<file path="config.mk">
export PLATFORM = sky130hd
export DESIGN_NAME = fp_addsub_issuer_flat
export DESIGN_NICKNAME = d
export VERILOG_FILES = /design/src/rtl/fp_addsub_issuer_if.sv /design/src/rtl/fp_addsub_issuer.sv /design/src/flat_wrapper.sv
export SDC_FILE = /design/constraint.sdc
export NUM_CORES = 1
export LEC_CHECK = 0
export ABC_AREA = 1
export ABC_CLOCK_PERIOD_IN_PS = 1680
export BUFFER_PORTS_ARGS = -buffer_cell sky130_fd_sc_hd__clkbuf_2
export CORE_MARGIN = 2
export CORE_UTILIZATION = 41
export DETAILED_ROUTE_END_ITERATION = 6
export PLACE_DENSITY = 0.8
export SYNTH_ARGS = -nofsm -noshare
export SYNTH_HDL_FRONTEND = slang
export SYNTH_SLANG_ARGS = --single-unit
</file>
<file path="constraint.sdc">
create_clock -name clk -period 1.68 [get_ports clk]
set_clock_uncertainty 0.2 [all_clocks]
set_input_delay 0 -clock clk [delete_from_list [all_inputs] [get_ports clk]]
set_output_delay 0 -clock clk [all_outputs]
set_load 0.01 [all_outputs]
</file>
<file path="src/rtl/fp_addsub_issuer_if.sv">
// Request, unit and response channels of fp_addsub_issuer bundled in one interface.
// slave is the issuer's view, master is the view of whatever drives requests and models the unit.
interface fp_addsub_issuer_if #(
    parameter int TAG_W = 4
);
    // valid/ready: a transfer happens on a rising edge where valid && ready are both high;
    // once valid is raised, the payload stays stable and valid stays high until that edge.
    logic             req_valid;
    logic             req_ready;
    logic             req_mode;
    logic [31:0]      req_op1;
    logic [31:0]      req_op2;
    logic [TAG_W-1:0] req_tag;

    logic             add_start;
    logic             mode;
    logic [31:0]      op1;
    logic [31:0]      op2;
    logic             add_done;
    logic [31:0]      add_result;
    logic             add_overflow;

    logic             rsp_valid;
    logic             rsp_ready;
    logic [31:0]      rsp_result;
    logic             rsp_overflow;
    logic             rsp_timeout;
    logic [TAG_W-1:0] rsp_tag;

    modport slave (
        input  req_valid, req_mode, req_op1, req_op2, req_tag,
        input  add_done, add_result, add_overflow,
        input  rsp_ready,
        output req_ready,
        output add_start, mode, op1, op2,
        output rsp_valid, rsp_result, rsp_overflow, rsp_timeout, rsp_tag
    );

    modport master (
        output req_valid, req_mode, req_op1, req_op2, req_tag,
        output add_done, add_result, add_overflow,
        output rsp_ready,
        input  req_ready,
        input  add_start, mode, op1, op2,
        input  rsp_valid, rsp_result, rsp_overflow, rsp_timeout, rsp_tag
    );
endinterface

</file>
<file path="src/rtl/fp_addsub_issuer.sv">
// Single-outstanding front end for the FP add/sub unit with a done watchdog.
// Optional FP_ZERO_BYPASS_EN answers requests with a +-0 operand directly, without the unit.
module fp_addsub_issuer #(
    parameter int TAG_W          = 4,
    parameter int TIMEOUT_CYCLES = 64,
    parameter int CNT_W          = 8
) (
    input  logic                clk,
    input  logic                rst,
    fp_addsub_issuer_if.slave   bus,
    output logic [1:0]          state_dbg
);

    localparam logic [1:0] S_IDLE  = 2'd0;
    localparam logic [1:0] S_ISSUE = 2'd1;
    localparam logic [1:0] S_WAIT  = 2'd2;
    localparam logic [1:0] S_RESP  = 2'd3;

    localparam logic [31:0]      TIMEOUT_NAN = 32'h7FC0_0000;
    localparam logic [CNT_W-1:0] CNT_LAST    = CNT_W'(TIMEOUT_CYCLES - 1);

    logic [1:0]       state;
    logic             mode_q;
    logic [31:0]      op1_q;
    logic [31:0]      op2_q;
    logic [TAG_W-1:0] tag_q;
    logic [CNT_W-1:0] cnt;
    logic [31:0]      rsp_result_q;
    logic             rsp_overflow_q;
    logic             rsp_timeout_q;

    logic             bypass;
    logic [31:0]      bypass_result;

`ifdef FP_ZERO_BYPASS_EN
    logic op1_zero;
    logic op2_zero;

    // +-0 means exponent and fraction both zero; the sign bit is ignored.
    assign op1_zero      = (bus.req_op1[30:0] == 31'd0);
    assign op2_zero      = (bus.req_op2[30:0] == 31'd0);
    assign bypass        = op1_zero || op2_zero;
    assign bypass_result = op2_zero ? bus.req_op1
                                    : {bus.req_op2[31] ^ bus.req_mode, bus.req_op2[30:0]};
`else
    assign bypass        = 1'b0;
    assign bypass_result = 32'd0;
`endif

    always_ff @(posedge clk) begin
        if (rst) begin
            state          <= S_IDLE;
            mode_q         <= 1'b0;
            op1_q          <= 32'd0;
            op2_q          <= 32'd0;
            tag_q          <= '0;
            cnt            <= '0;
            rsp_result_q   <= 32'd0;
            rsp_overflow_q <= 1'b0;
            rsp_timeout_q  <= 1'b0;
        end else begin
            case (state)
                S_IDLE: begin
                    if (bus.req_valid) begin
                        mode_q <= bus.req_mode;
                        op1_q  <= bus.req_op1;
                        op2_q  <= bus.req_op2;
                        tag_q  <= bus.req_tag;
                        if (bypass) begin
                            rsp_result_q   <= bypass_result;
                            rsp_overflow_q <= 1'b0;
                            rsp_timeout_q  <= 1'b0;
                            state          <= S_RESP;
                        end else begin
                            state <= S_ISSUE;
                        end
                    end
                end
                S_ISSUE: begin
                    cnt   <= '0;
                    state <= S_WAIT;
                end
                S_WAIT: begin
                    // A done arriving on the last watchdog cycle still wins.
                    if (bus.add_done) begin
                        rsp_result_q   <= bus.add_result;
                        rsp_overflow_q <= bus.add_overflow;
                        rsp_timeout_q  <= 1'b0;
                        state          <= S_RESP;
                    end else if (cnt == CNT_LAST) begin
                        rsp_result_q   <= TIMEOUT_NAN;
                        rsp_overflow_q <= 1'b0;
                        rsp_timeout_q  <= 1'b1;
                        state          <= S_RESP;
                    end else begin
                        cnt <= cnt + CNT_W'(1);
                    end
                end
                S_RESP: begin
                    if (bus.rsp_ready) begin
                        state <= S_IDLE;
                    end
                end
                default: state <= S_IDLE;
            endcase
        end
    end

    assign bus.req_ready    = (state == S_IDLE);
    assign bus.add_start    = (state == S_ISSUE);
    assign bus.mode         = mode_q;
    assign bus.op1          = op1_q;
    assign bus.op2          = op2_q;

    assign bus.rsp_valid    = (state == S_RESP);
    assign bus.rsp_result   = rsp_result_q;
    assign bus.rsp_overflow = rsp_overflow_q;
    assign bus.rsp_timeout  = rsp_timeout_q;
    assign bus.rsp_tag      = tag_q;

    assign state_dbg        = state;

endmodule

</file>
<file path="src/flat_wrapper.sv">
// flat-port wrapper written by rule: the top's interface ports become plain ports
module fp_addsub_issuer_flat 
#(
    parameter int TAG_W          = 4,
    parameter int TIMEOUT_CYCLES = 64,
    parameter int CNT_W          = 8
)
  (clk, rst, state_dbg, bus_req_valid, bus_req_mode, bus_req_op1, bus_req_op2, bus_req_tag, bus_add_done, bus_add_result, bus_add_overflow, bus_rsp_ready, bus_req_ready, bus_add_start, bus_mode, bus_op1, bus_op2, bus_rsp_valid, bus_rsp_result, bus_rsp_overflow, bus_rsp_timeout, bus_rsp_tag);
  fp_addsub_issuer_if #(.TAG_W(TAG_W)) bus_i ();
  input  logic clk;
  input  logic rst;
  output logic [1:0] state_dbg;
  input wire logic [$bits(bus_i.req_valid)-1:0] bus_req_valid;
  input wire logic [$bits(bus_i.req_mode)-1:0] bus_req_mode;
  input wire logic [$bits(bus_i.req_op1)-1:0] bus_req_op1;
  input wire logic [$bits(bus_i.req_op2)-1:0] bus_req_op2;
  input wire logic [$bits(bus_i.req_tag)-1:0] bus_req_tag;
  input wire logic [$bits(bus_i.add_done)-1:0] bus_add_done;
  input wire logic [$bits(bus_i.add_result)-1:0] bus_add_result;
  input wire logic [$bits(bus_i.add_overflow)-1:0] bus_add_overflow;
  input wire logic [$bits(bus_i.rsp_ready)-1:0] bus_rsp_ready;
  output wire logic [$bits(bus_i.req_ready)-1:0] bus_req_ready;
  output wire logic [$bits(bus_i.add_start)-1:0] bus_add_start;
  output wire logic [$bits(bus_i.mode)-1:0] bus_mode;
  output wire logic [$bits(bus_i.op1)-1:0] bus_op1;
  output wire logic [$bits(bus_i.op2)-1:0] bus_op2;
  output wire logic [$bits(bus_i.rsp_valid)-1:0] bus_rsp_valid;
  output wire logic [$bits(bus_i.rsp_result)-1:0] bus_rsp_result;
  output wire logic [$bits(bus_i.rsp_overflow)-1:0] bus_rsp_overflow;
  output wire logic [$bits(bus_i.rsp_timeout)-1:0] bus_rsp_timeout;
  output wire logic [$bits(bus_i.rsp_tag)-1:0] bus_rsp_tag;
  assign bus_i.req_valid = bus_req_valid;
  assign bus_i.req_mode = bus_req_mode;
  assign bus_i.req_op1 = bus_req_op1;
  assign bus_i.req_op2 = bus_req_op2;
  assign bus_i.req_tag = bus_req_tag;
  assign bus_i.add_done = bus_add_done;
  assign bus_i.add_result = bus_add_result;
  assign bus_i.add_overflow = bus_add_overflow;
  assign bus_i.rsp_ready = bus_rsp_ready;
  assign bus_req_ready = bus_i.req_ready;
  assign bus_add_start = bus_i.add_start;
  assign bus_mode = bus_i.mode;
  assign bus_op1 = bus_i.op1;
  assign bus_op2 = bus_i.op2;
  assign bus_rsp_valid = bus_i.rsp_valid;
  assign bus_rsp_result = bus_i.rsp_result;
  assign bus_rsp_overflow = bus_i.rsp_overflow;
  assign bus_rsp_timeout = bus_i.rsp_timeout;
  assign bus_rsp_tag = bus_i.rsp_tag;
  fp_addsub_issuer #(.TAG_W(TAG_W), .TIMEOUT_CYCLES(TIMEOUT_CYCLES), .CNT_W(CNT_W)) u_core (.clk(clk), .rst(rst), .bus(bus_i), .state_dbg(state_dbg));
endmodule
</file>
-- Word level (Yosys, flattened, before mapping)
Cells that the tools add are included.
- input bits: 107
- latch bits: 0
- register bits: 113
- memories: 0
- bits in read-only memories: 0
- output and inout bits: 108
- word-level logic and storage cells: 40
- memory bits (writable): 0
- $mul: 0
- muxes and demuxes: 14
- order comparisons: 0
- shift-type cells: 0
- equal/unequal tests: 9
- div/mod/pow operators: 0
- bitwise logic cells: 0
- reduce and logical (&&, ||, !) cells: 7
- add/sub/neg operators: 1
- operators with widths (operator ; count):
    two-way mux 32 bit ; 2
    two-way mux 8 bit ; 2
    one-hot mux 8 bit (2 select lines) ; 1
    adder 8 x 1 -> 8 bit, second input constant ; 1
    == test 8 x 6 -> 1 bit, second input constant ; 1
    two-way mux 2 bit ; 4
    != test 2 bit, second input constant ; 4
    one-hot mux 2 bit (4 select lines) ; 1
    AND reduction 3 bit ; 2
    == test 2 bit, second input constant ; 2
    two-way mux 1 bit ; 4
    AND reduction 2 bit ; 2
    nonzero test 2 bit ; 2
    != test 3 x 2 -> 1 bit, second input constant ; 1
    == test 2 x 1 -> 1 bit, second input constant ; 1
    logical NOT 2 bit ; 1

-- Depth between registers and ports, before layout
- depth in word-level cells: 4
- gate-level depth with buffers: 11
- mapped depth without buffers: 9

-- Least setup slack after synthesis
Ideal clock, no wire load.
- path type: reg-to-reg
- start: register u_core.state[0] (netlist: u_core.state_dbg[0])
- end: register u_core.op1_q[1] (netlist: u_core.bus.op1[1])
- cell stages (with the launch flop): 8
- data arrival time: 1471 ps
- setup time: 64 ps
- data required time: 1416 ps
- path buffers: 2
- slack: -56 ps
- period minus slack after synthesis: 1736 ps
- path through: dfxtp_1 > inv_1 > ha_1 > nand2_2 > clkbuf_2 > clkbuf_1 > o21ai_0 > nor2_1
- cells in the longest elaborated chain, start to end: 2
- RTL lines (element ; line ; text):
    start: declaration ; fp_addsub_issuer.sv:22 ; logic [1:0] state;
    start signal: assignment ; fp_addsub_issuer.sv:52 ; state <= S_IDLE;
    start signal: assignment ; fp_addsub_issuer.sv:73 ; state <= S_RESP;
    start signal: assignment ; fp_addsub_issuer.sv:75 ; state <= S_ISSUE;
    logical NOT 2 bit ; n/a ;
    via bus_req_ready ; flat_wrapper.sv:22 ; output wire logic [$bits(bus_i.req_ready)-1:0] bus_req_ready;
    AND reduction 2 bit (no line) ; n/a ;
    end signal: assignment ; fp_addsub_issuer.sv:66 ; op1_q <= bus.req_op1;
    end: declaration ; fp_addsub_issuer.sv:24 ; logic [31:0] op1_q;
The timed path passes the listed nets, and every way through them passes these cells.
A chain may end at the register's enable or synchronous reset.

-- Final worst setup path
- start: register u_core.state[1] (netlist: u_core.state_dbg[1])
- end: output port bus_req_ready
- cells in the longest elaborated chain, start to end: 1
- RTL lines (element ; line ; text):
    logical NOT 2 bit ; fp_addsub_issuer.sv:109 ; assign bus.req_ready = (state == S_IDLE);
    end: declaration ; flat_wrapper.sv:22 ;
No other way between the ends.

==> results.yml <==
status:
  run_status: "complete, no violations"
worst_setup_path:
  worstPathArrival_ps: 1430
  worstRegToRegCells: 6
  worstReg2RegStart: "u_core.state_dbg[1]"
  critPathLaunchType: "flop"
  crit_path_max_fanout: 3
  crit_type: "reg -> out"
  timing.rr.end: "u_core.bus.op2[1]"
  worst_setup_path_end_kind: "output port"
  critical_path_required_ps: 1480
  rrSetupSlack_ps: 80
global_routing:
  grt_usage_pct: 26.66
  met3_usage_pct: 9.422
  first_global_vias: 5175
  grt_use_met2_pct: 46.77
  grt_overflow: 0
  top_usage_layer: "met2"
  met1_usage_pct: 28.51
  grt_max_degree: 76
  antenna_found_initial: 0
  grt_pass1_wl_um: 24120
final_layout:
  final_common_cell: "clkbuf_2"
  multiInputGateArea_um2: 1819
  fillCellCount: 720
  nets: 1016
  drive_above_1_share_pct: 32.46
  regArea_um2: 2266
  final_area_um2: 7418
  antenna_cells: 0
  layout_common_cells: "clkbuf_2 (214), nor2_1 (171), dfxtp_1 (110)"
  area_growth_pct: 71.56
floorplanning:
  rows: 37
  io_pins: 215
  core_um2: 10280
  die_area_um2: 11380
  die_h_um: 106.7
  dieWidth_um: 106.7
  start_util_pct: 42.07
clocking:
  clockRootBuffer: "clkbuf_8"
  clock_tree.buffer_depth: 2
  cts_inserted_buffers: 17
  clkTransAtPathRegs_ps: 60
  clock_sinks: 113
  cts_tree: "yes"
  cts_max_level: 4
  clock_latency_ps: 510
route:
  vias: 5213
  via_per_inst: 4.960
  routed_wirelength_um: 15520
  drc: 0
  ant_nets: 0
  drt_iter0_markers: 292
  wl_per_cell_um: 14.77
  first_pass_iters: 5
logic_synthesis:
  synthCells: 571
  synth_nets: 683
  synth_compound_area_share_pct: 13.19
  syn_area_um2: 4324
  yosysUniqueCellTypes: 25
  synthMuxAreaShare_pct: 0
  synth_xor_area_share_pct: 0
  synthSimpleGateAreaFrac_pct: 26.39
  yosys.area_share.adder_pct: 1.447
  ys_ff_latch: 113
  synth_top_family_by_area: "simple AND/OR/NAND/NOR gates"
  synth_sequential_area_ratio_pct: 52.31
  postSynthAreaPerCell_um2: 7.573
  yosys_warnings: 0
hold_path:
  min_path_cells: 4
  hold_class: "in -> reg"
  hold_start: "bus_req_op2[25]"
  whs_endpoint: "u_core.bus.op2[25]"
sta:
  fin_ws_ps: 50.84
  clock.fmax_ghz: 0.6138
  setup_violations: 0
  worst_slew_pin_slew_ps: 359.5
  maxSlewViolCount: 0
  relSlewSlack_pct: 76.03
  grt_setup_unrepaired: "yes"
  min_period_over_period_pct: 96.97
  post-route-min-period_ps: 1629
  hold_viol: 0
power:
  fin_total_pwr_mw: 11.00
  p_per_area_nw_per_um2: 1483
  leakage_nw: 3.563
  peakVddDrop_v: 0.0008286
place:
  numPortBuffers: 214
  place_area_um2: 5614
  dp_hpwl_um: 8366
  place_congestion: 0.7866
  dp_slack_ps: -8.282
job:
  cap_violations: 0
## how the worst max path moves through the flow
stage / from / endpoint / slack, ps / cells past startpoint
final: u_core.state_dbg[1] / bus_req_ready / 50 / 4
after floorplan: u_core.state_dbg[1] / u_core.bus.op1[1] / 2 / 8
after detailed placement: u_core.state_dbg[0] / u_core.bus.rsp_result[13] / -8 / 8
after CTS: u_core.cnt[0] / u_core.cnt[5] / 0.4 / 9
after global placement: u_core.state_dbg[0] / u_core.bus.rsp_result[8] / 50 / 8
after global routing: u_core.state_dbg[1] / u_core.state_dbg[1] / -20 / 10
## power by group
| group | internal, mW | switching, mW | total, mW | leakage [nW] |
|---|---|---|---|---|
| Sequential | 3.35 | 0.385 | 3.73 | 0.929 |
| Combinational | 1.48 | 2.05 | 3.54 | 2.34 |
| Clock | 2.50 | 1.23 | 3.74 | 0.299 |
## through the flow
| step | utilization (%) | instances | setup TNS, ps | hold slack [ps] |
|---|---|---|---|---|
| 6_report | 72.18 | 1051 | 0 | 82.69 |
| 5_1_grt | 72.18 | 1051 | -73.45 | 73.04 |
| 4_1_cts | 71.01 | 1045 | 0 | 48.81 |
| 3_5_place_dp | 54.63 | 909 | -35.99 | 39.33 |
| 3_3_place_gp | 54.63 | 909 | 0 | 36.98 |
| 2_1_floorplan | - | 571 | 0 | -52.16 |
## critical path, stage by stage, from the launching register on
cell and delay (ps):
dfxtp_2 350, inv_1 70, ha_1 230, buf_4 160
clkbuf_2 120
## cells by family after synthesis
kind of cell    after synthesis
simple gates                277
flops                       113
compound gates              112
buf+inv                      64
fa+ha+maj                     5
## cell usage after synthesis
library cell / n / area share [%]
ha_1: 5 / 1.4
buf_4: 3 / 0.52
o21bai_1: 2 / 0.35
nor2_4: 1 / 0.26
inv_2: 1 / 0.087
nand2_2: 6 / 0.87
clkbuf_2: 1 / 0.12
nand4_4: 1 / 0.49
nand2_4: 1 / 0.26
buf_1: 1 / 0.087
clkbuf_1: 18 / 1.6
a21oi_1: 30 / 3.5
inv_1: 27 / 2.3
nand3_1: 38 / 4.4
o22ai_1: 1 / 0.14
dfxtp_1: 113 / 52
nor2_2: 2 / 0.29
nand2_1: 56 / 4.9
buf_6: 3 / 0.78
nor3_1: 1 / 0.12
nor2_1: 171 / 15
buf_2: 10 / 1.2
o21ai_0: 77 / 8.9
o21ai_1: 1 / 0.12
a21oi_2: 1 / 0.20
## routing by layer
metal  vias to the layer above  wire length [µm]
li1                       2502                 -
met5                         -                 0
met1                      2378              5769
met2                       282              7892
met4                         0               508
met3                        51              1349
## flip-flops by register name, summed over array words and instances (netlist names)
name and count:
u_core.cnt 8, u_core.bus.rsp_tag 4, u_core.bus.rsp_result 32, u_core.state_dbg 2, u_core.bus.rsp_overflow 1, u_core.bus.op1 32
u_core.bus.rsp_timeout 1, u_core.bus.mode 1, u_core.bus.op2 32
## cell type report
type,instances,share of cell area [%]
tap,136,2.294
inverter,28,1.518
sequential,113,30.54
timing repair buffer,350,32.84
clock buffer,20,6.139
clock inverter,10,2.142
multi-input combinational,394,24.52
## what timing repair did
item	in CTS	in global routing
hold buffers	106	0
buffers inserted	0	5
pin swaps	0	1
resized for setup	1	20
cloned	0	1
setup endpoints to repair	24	91
endpoints found under the hold margin	113	0
(Power assumes the default switching activity.)
